<file path="config.mk">
export PLATFORM = sky130hd
export DESIGN_NAME = axi_lite_arb2
export DESIGN_NICKNAME = d
export VERILOG_FILES = /design/src/rtl/axi_lite_arb2.sv
export SDC_FILE = /design/constraint.sdc
export NUM_CORES = 1
export LEC_CHECK = 0
export CELL_PAD_IN_SITES_DETAIL_PLACEMENT = 1
export CELL_PAD_IN_SITES_GLOBAL_PLACEMENT = 2
export CORE_ASPECT_RATIO = 1.2
export CORE_MARGIN = 5
export CORE_UTILIZATION = 10
export DETAILED_ROUTE_END_ITERATION = 10
export PLACE_DENSITY = 0.91
export SYNTH_ARGS = -nofsm -noshare
export SYNTH_HDL_FRONTEND = slang
export SYNTH_SLANG_ARGS = --single-unit
</file>
<file path="constraint.sdc">
create_clock -name clk_i -period 1.75 [get_ports clk_i]
set_clock_uncertainty 0.05 [all_clocks]
set_input_delay 0.35 -clock clk_i [delete_from_list [all_inputs] [get_ports clk_i]]
set_output_delay 0.35 -clock clk_i [all_outputs]
set_load 0.005 [all_outputs]
</file>
<file path="src/rtl/axi_lite_arb2.sv">
// axi_lite_arb2: round-robin arbiter sharing one AXI-Lite slave between two masters,
// one transaction in flight at a time, all channel forwarding combinational.
module axi_lite_arb2 #(
    parameter int DATA_WIDTH = 32,
    parameter int ADDR_WIDTH = 4
) (
    input  logic                    clk_i,
    input  logic                    rst_i,
    input  logic                    m0_ar_valid,
    output logic                    m0_ar_ready,
    input  logic [ADDR_WIDTH-1:0]   m0_ar_addr,
    output logic                    m0_r_valid,
    input  logic                    m0_r_ready,
    output logic [DATA_WIDTH-1:0]   m0_r_data,
    output logic [1:0]              m0_r_resp,
    input  logic                    m0_aw_valid,
    output logic                    m0_aw_ready,
    input  logic [ADDR_WIDTH-1:0]   m0_aw_addr,
    input  logic                    m0_w_valid,
    output logic                    m0_w_ready,
    input  logic [DATA_WIDTH-1:0]   m0_w_data,
    input  logic [DATA_WIDTH/8-1:0] m0_w_strb,
    output logic                    m0_b_valid,
    input  logic                    m0_b_ready,
    output logic [1:0]              m0_b_resp,
    input  logic                    m1_ar_valid,
    output logic                    m1_ar_ready,
    input  logic [ADDR_WIDTH-1:0]   m1_ar_addr,
    output logic                    m1_r_valid,
    input  logic                    m1_r_ready,
    output logic [DATA_WIDTH-1:0]   m1_r_data,
    output logic [1:0]              m1_r_resp,
    input  logic                    m1_aw_valid,
    output logic                    m1_aw_ready,
    input  logic [ADDR_WIDTH-1:0]   m1_aw_addr,
    input  logic                    m1_w_valid,
    output logic                    m1_w_ready,
    input  logic [DATA_WIDTH-1:0]   m1_w_data,
    input  logic [DATA_WIDTH/8-1:0] m1_w_strb,
    output logic                    m1_b_valid,
    input  logic                    m1_b_ready,
    output logic [1:0]              m1_b_resp,
    output logic                    s_ar_valid,
    input  logic                    s_ar_ready,
    output logic [ADDR_WIDTH-1:0]   s_ar_addr,
    input  logic                    s_r_valid,
    output logic                    s_r_ready,
    input  logic [DATA_WIDTH-1:0]   s_r_data,
    input  logic [1:0]              s_r_resp,
    output logic                    s_aw_valid,
    input  logic                    s_aw_ready,
    output logic [ADDR_WIDTH-1:0]   s_aw_addr,
    output logic                    s_w_valid,
    input  logic                    s_w_ready,
    output logic [DATA_WIDTH-1:0]   s_w_data,
    output logic [DATA_WIDTH/8-1:0] s_w_strb,
    input  logic                    s_b_valid,
    output logic                    s_b_ready,
    input  logic [1:0]              s_b_resp,
    output logic [1:0]              gnt_o,
    output logic                    busy_o
);
    typedef enum logic [2:0] {IDLE, RD_ADDR, RD_DATA, WR_ADDR, WR_RESP} state_t;
    state_t state, state_nx;
    logic rr, rr_nx, sel, sel_nx, aw_done, aw_done_nx, w_done, w_done_nx;
    logic [1:0] rw_pref, rw_pref_nx, rd_req, wr_req;
    logic pick, both, in_ra, in_rd, in_wa, in_wb;

    assign rd_req = {m1_ar_valid, m0_ar_valid};
    assign wr_req = {m1_aw_valid & m1_w_valid, m0_aw_valid & m0_w_valid};
    // rr=1 favours m1; otherwise m0 wins whenever it is requesting
    assign pick = rr ? (rd_req[1] | wr_req[1]) : !(rd_req[0] | wr_req[0]);
    assign both = rd_req[pick] & wr_req[pick];

    always_ff @(posedge clk_i) begin
        if (rst_i) begin
            state   <= IDLE;
            rr      <= 1'b0;
            sel     <= 1'b0;
            rw_pref <= 2'b00;
            aw_done <= 1'b0;
            w_done  <= 1'b0;
        end else begin
            state   <= state_nx;
            rr      <= rr_nx;
            sel     <= sel_nx;
            rw_pref <= rw_pref_nx;
            aw_done <= aw_done_nx;
            w_done  <= w_done_nx;
        end
    end

    always_comb begin
        state_nx   = state;
        rr_nx      = rr;
        sel_nx     = sel;
        rw_pref_nx = rw_pref;
        aw_done_nx = aw_done;
        w_done_nx  = w_done;
        case (state)
            IDLE: if (|(rd_req | wr_req)) begin
                sel_nx   = pick;
                state_nx = (rd_req[pick] && !(both && rw_pref[pick])) ? RD_ADDR : WR_ADDR;
                if (both) rw_pref_nx[pick] = !rw_pref[pick];
            end
            RD_ADDR: if (s_ar_valid && s_ar_ready) state_nx = RD_DATA;
            RD_DATA: if (s_r_valid && s_r_ready) begin
                state_nx = IDLE;
                rr_nx    = !sel;
            end
            WR_ADDR: begin
                aw_done_nx = aw_done | (s_aw_valid & s_aw_ready);
                w_done_nx  = w_done | (s_w_valid & s_w_ready);
                if (aw_done_nx && w_done_nx) begin
                    state_nx   = WR_RESP;
                    aw_done_nx = 1'b0;
                    w_done_nx  = 1'b0;
                end
            end
            WR_RESP: if (s_b_valid && s_b_ready) begin
                state_nx = IDLE;
                rr_nx    = !sel;
            end
            default: state_nx = IDLE;
        endcase
    end

    assign busy_o = state != IDLE;
    assign gnt_o  = busy_o ? (sel ? 2'b10 : 2'b01) : 2'b00;
    assign in_ra  = state == RD_ADDR;
    assign in_rd  = state == RD_DATA;
    assign in_wa  = state == WR_ADDR;
    assign in_wb  = state == WR_RESP;

    assign s_ar_valid = in_ra && (sel ? m1_ar_valid : m0_ar_valid);
    assign s_ar_addr  = sel ? m1_ar_addr : m0_ar_addr;
    assign s_r_ready  = in_rd && (sel ? m1_r_ready : m0_r_ready);
    assign s_aw_valid = in_wa && !aw_done && (sel ? m1_aw_valid : m0_aw_valid);
    assign s_aw_addr  = sel ? m1_aw_addr : m0_aw_addr;
    assign s_w_valid  = in_wa && !w_done && (sel ? m1_w_valid : m0_w_valid);
    assign s_w_data   = sel ? m1_w_data : m0_w_data;
    assign s_w_strb   = sel ? m1_w_strb : m0_w_strb;
    assign s_b_ready  = in_wb && (sel ? m1_b_ready : m0_b_ready);

    assign m0_ar_ready = gnt_o[0] && in_ra && s_ar_ready;
    assign m0_r_valid  = gnt_o[0] && in_rd && s_r_valid;
    assign m0_r_data   = s_r_data;
    assign m0_r_resp   = s_r_resp;
    assign m0_aw_ready = gnt_o[0] && in_wa && !aw_done && s_aw_ready;
    assign m0_w_ready  = gnt_o[0] && in_wa && !w_done && s_w_ready;
    assign m0_b_valid  = gnt_o[0] && in_wb && s_b_valid;
    assign m0_b_resp   = s_b_resp;

    assign m1_ar_ready = gnt_o[1] && in_ra && s_ar_ready;
    assign m1_r_valid  = gnt_o[1] && in_rd && s_r_valid;
    assign m1_r_data   = s_r_data;
    assign m1_r_resp   = s_r_resp;
    assign m1_aw_ready = gnt_o[1] && in_wa && !aw_done && s_aw_ready;
    assign m1_w_ready  = gnt_o[1] && in_wa && !w_done && s_w_ready;
    assign m1_b_valid  = gnt_o[1] && in_wb && s_b_valid;
    assign m1_b_resp   = s_b_resp;
endmodule

</file>
After elaboration in Yosys (flattened, before gate mapping)

Cells that the tools add are included.

$lt $le $gt $ge: 2
Equality and inequality tests: 9
Mux-type cells: 33
Bitwise operators: 10
Reduce and logical (&&, ||, !) cells: 50

Operators with widths:

| kind                                                   | count |
|---|---|
| logical AND 1 bit                                      | 36 |
| two-way mux 32 bit                                     | 1 |
| two-way mux 1 bit                                      | 17 |
| two-way mux 3 bit                                      | 5 |
| case mux 3 bit (5 select lines)                        | 1 |
| two-way mux 4 bit                                      | 3 |
| inequality test 2 x 1 -> 1 bit (second input constant) | 4 |
| equality test 3 x 2 -> 1 bit (second input constant)   | 2 |
| logical NOT 1 bit                                      | 6 |
| two-way mux 2 bit                                      | 3 |
| AND reduction 3 bit                                    | 2 |
| bitwise AND 1 bit                                      | 5 |
| AND reduction 5 bit                                    | 1 |
| bitwise OR 1 bit                                       | 4 |
| equality test 3 x 1 -> 1 bit (second input constant)   | 1 |
| equality test 3 bit (second input constant)            | 1 |
| logical NOT 3 bit                                      | 1 |
| nonzero test 3 bit                                     | 1 |
| bitwise mux 2 bit                                      | 1 |
| < comparator 1 x 2 -> 1 bit (second input constant)    | 1 |
| inequality test 2 bit (second input constant)          | 1 |
| bitwise OR 2 bit                                       | 1 |
| case mux 1 bit (2 select lines)                        | 1 |
| AND reduction 2 bit                                    | 1 |
| other kinds (4)                                        | 4 |

Bits in registers: 9
Output and inout port bits: 134
Logic and storage cells: 110

Longest topological paths before layout

Gate-level depths: netlist of run 1.

Word-level depth: 13
Depth in mapped cells: 6
Gate-level depth less buffers: 5

Worst setup path before layout of run 1

OpenSTA, ideal clock, no wires.

Path type: register to output
From: reg sel
To: out s_ar_addr[0]
Arrival time: 1.081 ns
Data required time: 1.350 ns
Setup slack: 0.269 ns
Stages on the path, launching flop included: 4
Buffers on the path: 2
Cells stage by stage: dfxtp_1 buf_6 buf_2 mux2_2

Word-level cells in the longest chain between the ends: 1

RTL lines:

| item                   | RTL line | source |
|---|---|---|
| start, declared        | 65       | `logic rr, rr_nx, sel, sel_nx, aw_done, aw_done_nx, w_done, w_done_nx;` |
| start signal, assigned | 86       | `sel <= sel_nx;` |
| two-way mux 4 bit      | 136      | `assign s_ar_addr = sel ? m1_ar_addr : m0_ar_addr;` |
| end, declared          | 45       | `output logic [ADDR_WIDTH-1:0] s_ar_addr,` |

No other way between the ends.

Worst setup path after layout of run 1

From: reg sel
To: out s_r_ready

Word-level cells in the longest chain between the ends: 2

RTL lines:

| item              | RTL line | source |
|---|---|---|
| two-way mux 1 bit | 137      | `assign s_r_ready = in_rd && (sel ? m1_r_ready : m0_r_ready);` |
| logical AND 1 bit | 137      |  |
| end, declared     | 47       | `output logic s_r_ready,` |

No other way between the ends.

==> impl_metrics.json, run 1 <==
{
  "status": "finished with violations",
  "violations": "setup timing",
  "h-tree-depth": 1,
  "synthArstFlopShare_pct": 0,
  "area_growth_pct": 139,
  "syn_inst": 221,
  "grt_start_max_net_pins": 13,
  "overflow": 0,
  "syn_area_per_cell_sq_um": 8.14,
  "synth_edf_count": 0,
  "synth.largest_area_cell": "buf_4",
  "holdBufCountCts": 0,
  "worst_ir_drop_vdd_mv": 0.264,
  "die_area_sq_um": 20800,
  "core-area_sq_um": 17600,
  "synthDistinctLibCells": 36,
  "cts_buffer_depth": 2,
  "maxSlewViolCount": 0,
  "cts_tree": "built",
  "max_slew_margin_pct": 79.4,
  "die_w_microns": 132,
  "nets": 520,
  "initial_core_util_pct": 10.2,
  "yosysWarnings": 0,
  "hold_viol_final": 0,
  "cap_violations": 0,
  "ys_top_cells_by_count": "buf_4, mux2_2, nor2_1",
  "p_sw_uw": 572,
  "portBuffers": 166,
  "layout_setup_ws_ns": -0.0993,
  "power.share.sequential_pct": 12.3,
  "tightest_slew_ns": 0.309,
  "drtIter0Drc": 28,
  "p_clk_share_pct": 19.8,
  "startpoint_type": "flip-flop",
  "cts_root_buf": "clkbuf_16",
  "fin_crit_sh_pct": 106,
  "track_usage_pct": 10.8,
  "power_mw": 1.97,
  "power.leakage_nw": 1.86,
  "clock.fmax_ghz": 0.541,
  "fin_crit_ns": 1.85,
  "drtAntennaViolNets": 0,
  "grt_pass1_wl_microns": 17100,
  "drc": 0,
  "place_ws_ns": -0.485,
  "path_clk_slew_ns": 0.04,
  "syn_nets": 362,
  "first_global_vias": 2539,
  "grt_setup_unrepaired": "true",
  "crit_required_ns": 1.35,
  "ys_top_cells_by_area": "buf_4, mux2_2, dfxtp_1",
  "synth.top_cell.area_share_pct": 30.1,
  "ios": 275,
  "critPathCaptureType": "output port",
  "wl_microns": 12000,
  "place.gp.congestion": 0.804,
  "ys_dominant_reg_cell": "dfxtp_1",
  "drive_gt1_share_pct": 56.6,
  "power_frac_comb_pct": 67.9,
  "drtPass1Iterations": 4,
  "p_sw_share_pct": 29.1,
  "clock_latency_ns": 0.23,
  "powerDensity_nw_per_um2": 459,
  "cts_sinks": 9,
  "yosysMostFrequentCell": "buf_4",
  "ys_seq_area_share_pct": 10.0,
  "wire_per_inst_microns": 20.1,
  "num_rows": 53,
  "worstReg2RegStart": "sel",
  "power.internal_mw": 1.40,
  "ys_ff_latch": 9,
  "fp.dieH_microns": 157,
  "dp_hpwl_microns": 9340,
  "hp-start": "rw_pref[1]",
  "num_antenna_cells": 0,
  "syn_area_sq_um": 1800,
  "antenna_found_initial": 1,
  "via_per_inst": 3.64,
  "cp_max_fo": 6,
  "hold_class": "flip-flop to flip-flop",
  "setup_violations": 44,
  "cts_buffers": 3,
  "arrival_ns": 1.45,
  "num_vias": 2176,
  "crit_type": "flip-flop to output port",
  "crit_start": "sel"
}
[kinds of logic after synthesis]
group	synth area share, %
compound gates	7.59
xor+xnor	0.974
buf+inv	34.0
flops	10.0
mux	31.5
simple gates	16.0
[final timing paths]
check,endpoint,slack (ns),depth (start not counted)
setup reg to reg,rr,0,7
setup / recovery,s_r_ready,-0.1,5
hold / removal,rw_pref[1],0.53,2
hold reg to reg,rw_pref[1],0.53,2
[sequential cells by signal, indices dropped and copies added, names as in the netlist]
register and cells:
sel 1, rr 1, aw_done 1, state 3, rw_pref 2, w_done 1
[final cells by class]
type,instances,area (sq um)
fillers,1997,13300
repair buffers,234,2400
multi-input cells,127,1330
well taps,220,275
flip-flops and latches,9,190
clock buffers,4,78.8
inverters,4,18.8
[per-stage QoR]
step | utilization [%] | TNS [ns] | area, sq um | std cells | hold slack [ns]
6_report | 24.4 | -2.07 | 4290 | 598 | 0.526
5_1_grt | 24.4 | -4.46 | 4290 | 598 | 0.547
3_3_place_gp | 19.6 | -11.49 | 3440 | 563 | 0.465
2_1_floorplan | - | 0 | 1800 | 221 | 0.430
4_1_cts | 23.3 | -4.00 | 4090 | 594 | 0.519
3_5_place_dp | 19.6 | -12.39 | 3440 | 563 | 0.492
[cell usage in the layout, fill, tap and decap left out, types with 2 or more instances in the layout]
master	n
a21oi_1	7
a31oi_1	4
and2_4	3
and3_1	2
and3_4	4
buf_12	4
buf_2	9
buf_4	33
buf_6	77
buf_8	5
clkbuf_16	3
clkdlybuf4s50_1	101
dfxtp_1	5
dfxtp_2	2
dfxtp_4	2
dlygate4sd2_1	2
dlymetal6s2s_1	2
inv_1	2
mux2_4	49
nand2_1	5
nand3b_1	2
nor2_1	10
nor2_2	4
nor2_4	6
nor2b_1	2
nor3_1	2
o2111ai_1	2
o211ai_1	3
o21ai_0	2
or3_1	2
[power groups by stage]
stage	Clock (mW)	Combinational [mW]	Sequential [mW]
after floorplan	0	0.426	0.233
after global placement	0	0.985	0.236
after detailed placement	0	0.995	0.237
after CTS	0.394	1.27	0.240
after global routing	0.410	1.42	0.244
final	0.390	1.34	0.242
[timing repair]
item | 4_1_cts | 5_1_grt
pin swaps | 17 | 10
gates resized for setup | 373 | 68
setup buffers | 27 | 12
endpoints found under the hold margin | 0 | 0
setup endpoints to repair | 63 | 63
cloned | 3 | 0
[worst max-delay path: stages (launching register included)]
cell and delay [ns]:
dfxtp_4 0.40, buf_12 0.15, buf_6 0.09, mux2_4 0.30, and2_4 0.16, buf_6 0.11
[routing by layer]
layer	global-route usage [%]	up-vias	part of all wire, %
met4	3.25	2	3.3
li1	-	1000	-
met3	5.31	52	12
met1	11.8	979	37
met2	18.4	143	48
met5	0	-	0.17
Power figures use the tool's default switching activity.
==> run 2: changes to the inputs <==
--- a/config.mk
+++ b/config.mk
@@ -5,12 +5,15 @@
 export SDC_FILE = /design/constraint.sdc
 export NUM_CORES = 1
 export LEC_CHECK = 0
+export CAP_MARGIN = 5
 export CELL_PAD_IN_SITES_DETAIL_PLACEMENT = 1
 export CELL_PAD_IN_SITES_GLOBAL_PLACEMENT = 2
 export CORE_ASPECT_RATIO = 1.2
 export CORE_MARGIN = 5
 export CORE_UTILIZATION = 10
+export CTS_CLUSTER_SIZE = 12
 export DETAILED_ROUTE_END_ITERATION = 10
+export MAX_ROUTING_LAYER = met4
 export PLACE_DENSITY = 0.91
 export SYNTH_ARGS = -nofsm -noshare
 export SYNTH_HDL_FRONTEND = slang
==> impl_metrics.json, run 2 (synthesis results as in run 1) <==
{
  "status": "finished with violations",
  "violations": "setup timing",
  "core-area_sq_um": 17600,
  "dp_hpwl_microns": 9340,
  "arrival_ns": 1.45,
  "powerDensity_nw_per_um2": 458,
  "path_common_cell": "buf_6",
  "wire_per_inst_microns": 20.0,
  "fp.dieH_microns": 157,
  "cp_max_fo": 5,
  "largest_reg_flops": 3,
  "clock.fmax_ghz": 0.540,
  "multiInputGateArea_sq_um": 1330,
  "top_regs": "state x3, rw_pref x2",
  "hold_class": "flip-flop to flip-flop",
  "regToRegSetupSlack_ns": 0,
  "maxSlewViolCount": 0,
  "track_usage_pct": 11.1,
  "power.leakage_nw": 1.86,
  "clock_latency_ns": 0.23,
  "path_clk_slew_ns": 0.04,
  "cp_cell_sequence": "buf_8, buf_6, mux2_4, and3_4, buf_6",
  "overflow": 0,
  "setup_violations": 44,
  "fin_crit_sh_pct": 106,
  "critPathCaptureType": "output port",
  "drtIter0Drc": 32,
  "cpMaxStageDelayCell": "dfxtp_4",
  "max_slew_margin_pct": 80.2,
  "grt_start_max_net_pins": 13,
  "num_rows": 53,
  "cts_tree": "built",
  "h-tree-depth": 1,
  "ff_latch_area_sq_um": 190,
  "final_cell_mix": "clkdlybuf4s50_1, buf_6, mux2_4",
  "layout_setup_ws_ns": -0.101,
  "place.gp.congestion": 0.816,
  "drtAntennaViolNets": 0,
  "die_w_microns": 132,
  "nets": 520,
  "grt_setup_unrepaired": "true",
  "place_ws_ns": -0.485,
  "slowest_delay_ns": 0.40,
  "crit_type": "flip-flop to output port",
  "holdBufCountCts": 0,
  "cap_violations": 0,
  "worst_hold_path.num_cells": 2,
  "antenna_found_initial": 1,
  "drtPass1Iterations": 4,
  "rr_worst_depth": 7,
  "die_area_sq_um": 20800,
  "regMostFlops": "state",
  "num_vias": 2159,
  "nFillCells": 1997,
  "grt_pass1_wl_microns": 17100,
  "tns_ns": -2.07,
  "via_per_inst": 3.60,
  "fin_crit_ns": 1.85,
  "cts_sinks": 9,
  "cts_root_buf": "clkbuf_16",
  "cts_buffer_depth": 2,
  "ios": 275,
  "hold_viol_final": 0,
  "area_growth_pct": 139,
  "tightest_slew_ns": 0.297,
  "startpoint_type": "flip-flop",
  "drive_gt1_share_pct": 56.6,
  "first_global_vias": 2528,
  "portBuffers": 166,
  "worst_ir_drop_vdd_mv": 0.264,
  "drc": 0,
  "initial_core_util_pct": 10.2,
  "mostFrequentLayoutCell": "clkdlybuf4s50_1",
  "crit_required_ns": 1.35,
  "wl_microns": 12000,
  "cts_buffers": 3
}
## run 2: power by group
part / switching [mW] / total, mW / internal [mW]
Clock: 0.0870 / 0.390 / 0.303
Sequential: 0.0218 / 0.242 / 0.220
Combinational: 0.462 / 1.34 / 0.874
Total: 0.570 / 1.97 / 1.40
## run 2: metal layers
layer	vias to the layer above	wire length [microns]	track usage, %
met5	-	0	-
met4	0	388	3.25
met3	50	1420	5.21
met2	135	5720	18.4
met1	972	4450	11.9
li1	1002	-	-
## run 2: worst max-delay path: cells and delay by family, from the launching register on
kind / cells / cell delay (ns)
buffers and inverters: 3 / 0.34
DFF: 1 / 0.40
muxes: 1 / 0.30
and+or+nand+nor: 1 / 0.17
## run 2: final cells by class
type | count | area share (%)
diodes | 1 | 0.0583
multi-input cells | 127 | 31.0
inverters | 4 | 0.437
clock buffers | 4 | 1.84
flip-flops and latches | 9 | 4.43
repair buffers | 234 | 55.8
well taps | 220 | 6.41
## run 2: worst paths after layout
check                                  end  startpoint
worst max-delay path             s_b_ready         sel
worst min-delay path            rw_pref[1]  rw_pref[1]
worst max register to register          rr         sel
worst min register to register  rw_pref[1]  rw_pref[1]
## run 2: repair_timing
action / 4_1_cts / 5_1_grt
setup endpoints to repair: 63 / 63
endpoints found under the hold margin: 0 / 0
gates resized for setup: 373 / 67
buffers inserted: 27 / 12
cloned: 3 / 0
pin swaps: 17 / 10
## run 2: per-stage QoR
stage / instances / hold slack (ns) / utilization, % / area [sq um] / power (mW)
floorplan: 221 / 0.430 / - / 1800 / 0.659
global placement: 563 / 0.465 / 19.6 / 3440 / 1.22
detailed placement: 563 / 0.492 / 19.6 / 3440 / 1.23
CTS: 594 / 0.519 / 23.3 / 4090 / 1.91
global route: 599 / 0.547 / 24.4 / 4290 / 2.08
finish: 599 / 0.522 / 24.4 / 4290 / 1.97
==> run 3: changes to the inputs <==
--- a/config.mk
+++ b/config.mk
@@ -8,13 +8,13 @@
 export CAP_MARGIN = 5
 export CELL_PAD_IN_SITES_DETAIL_PLACEMENT = 1
 export CELL_PAD_IN_SITES_GLOBAL_PLACEMENT = 2
-export CORE_ASPECT_RATIO = 1.2
 export CORE_MARGIN = 5
 export CORE_UTILIZATION = 10
 export CTS_CLUSTER_SIZE = 12
 export DETAILED_ROUTE_END_ITERATION = 10
 export MAX_ROUTING_LAYER = met4
 export PLACE_DENSITY = 0.91
+export RECOVER_POWER = 50
 export SYNTH_ARGS = -nofsm -noshare
 export SYNTH_HDL_FRONTEND = slang
 export SYNTH_SLANG_ARGS = --single-unit
==> impl_metrics.json, run 3 (synthesis results as in run 1) <==
{
  "num_vias": 2250,
  "overflow": 0,
  "place_ws_ns": -0.496,
  "rr_worst_depth": 7,
  "cts_buffer_depth": 2,
  "ff_latch_area_sq_um": 193,
  "status": "finished with violations",
  "num_antenna_cells": 0,
  "tns_ns": -3.97,
  "initial_core_util_pct": 10.1,
  "drtPass1Iterations": 4,
  "setup_violations": 54,
  "critPathCaptureType": "output port",
  "path_common_cell": "buf_6",
  "layout_setup_ws_ns": -0.181,
  "cp_max_fo": 7,
  "drtIter0Drc": 24,
  "holdWs_ns": 0.481,
  "path_clk_slew_ns": 0.04,
  "die_area_sq_um": 20800,
  "wl_met3_microns": 972,
  "crit_type": "flip-flop to output port",
  "post-route-util_pct": 25.4,
  "slowest_delay_ns": 0.46,
  "final_cell_mix": "clkdlybuf4s50_1, buf_6, mux2_4",
  "hold_class": "flip-flop to flip-flop",
  "drc": 0,
  "startpoint_type": "flip-flop",
  "top_regs": "state x3, rw_pref x2",
  "cts_buffers": 3,
  "num_rows": 49,
  "area_growth_pct": 152,
  "wire_per_inst_microns": 17.0,
  "power.leakage_nw": 1.95,
  "grt_pass1_wl_microns": 14400,
  "top_layer_used": "met4",
  "grt_start_max_net_pins": 9,
  "place.gp.congestion": 0.747,
  "worst_ir_drop_vdd_mv": 0.264,
  "die_w_microns": 144,
  "tightest_slew_ns": 0.312,
  "cts_tree": "built",
  "violations": "setup timing",
  "fin_crit_ns": 1.93,
  "fp.dieH_microns": 144,
  "crit_required_ns": 1.35,
  "cts_sinks": 9,
  "mostFrequentLayoutCell": "clkdlybuf4s50_1",
  "cpMaxStageDelayCell": "dfxtp_4",
  "largest_reg_flops": 3,
  "power_mw": 2.03,
  "dp_hpwl_microns": 7100,
  "cts_root_buf": "clkbuf_16",
  "ios": 275,
  "cap_violations": 0,
  "track_usage_pct": 9.16,
  "max_slew_margin_pct": 79.2,
  "grt_setup_unrepaired": "true",
  "via_per_inst": 3.59,
  "drive_gt1_share_pct": 60.5,
  "drtAntennaViolNets": 0,
  "multiInputGateArea_sq_um": 1360,
  "drt-met1-wl_microns": 3880,
  "nets": 539,
  "clock.fmax_ghz": 0.518,
  "worst_hold_path.num_cells": 2,
  "nFillCells": 1989,
  "cp_cell_sequence": "buf_6, buf_4, mux2_4, and2_4, buf_6",
  "regMostFlops": "state",
  "wl_microns": 10700,
  "clock_latency_ns": 0.24,
  "arrival_ns": 1.53,
  "h-tree-depth": 1,
  "hold_viol_final": 0,
  "antenna_found_initial": 0,
  "core-area_sq_um": 17800,
  "powerDensity_nw_per_um2": 447,
  "portBuffers": 166,
  "wl_met2_microns": 5670,
  "maxSlewViolCount": 0,
  "first_global_vias": 2590,
  "fin_crit_sh_pct": 110,
  "holdBufCountCts": 0
}
run 3: cell count changes in the layout (fill, tap and decap cells not counted), sizes merged, moves of 2 or more:
| cell | before | now |
|---|---|---|
| buf | 129 | 146 |
| clkbuf | 4 | 6 |
| clkdlybuf4s50 | 101 | 103 |
| dlymetal6s2s | 2 | 0 |
run 3: layer usage:
metal	up-vias	GRT usage (%)
met4	0	1.78
met5	-	-
met1	1053	9.26
li1	1043	-
met2	130	18.2
met3	24	1.79
run 3: layout make-up:
type	instances	share of cell area [%]
clock buffers	4	1.74
well taps	229	6.32
multi-input cells	127	30.0
inverters	4	0.414
flip-flops and latches	9	4.25
repair buffers	253	57.3
run 3: worst paths after layout:
path,start,to,slack (ns)
max,sel,s_aw_valid,-0.18
min,rw_pref[1],rw_pref[1],0.48
max reg2reg,sel,rr,-0.02
min reg2reg,rw_pref[1],rw_pref[1],0.48
run 3: power by group:
| group | internal, mW | switching [mW] | leakage, nW |
|---|---|---|---|
| Clock | 0.306 | 0.113 | 0.0382 |
| Sequential | 0.220 | 0.0256 | 0.0757 |
| Combinational | 0.924 | 0.440 | 1.84 |
| Total | 1.45 | 0.578 | 1.95 |
run 3: stage by stage:
stage / cells / area, sq um
after global routing: 626 / 4530
after global placement: 569 / 3420
after detailed placement: 569 / 3420
final: 626 / 4530
after CTS: 627 / 4350
after floorplan: 221 / 1800
run 3: critical path: cells and delay by family, from the launching register on:
family,cells,cell delay (ns)
buf+inv,3,0.38
simple gates,1,0.14
flops,1,0.46
mux,1,0.30
run 3: repair_timing:
action	in CTS	in global routing
cloned	4	0
endpoints found under the setup margin	62	65
buffers inserted	51	8
pin swaps	15	12
gates resized for setup	394	58
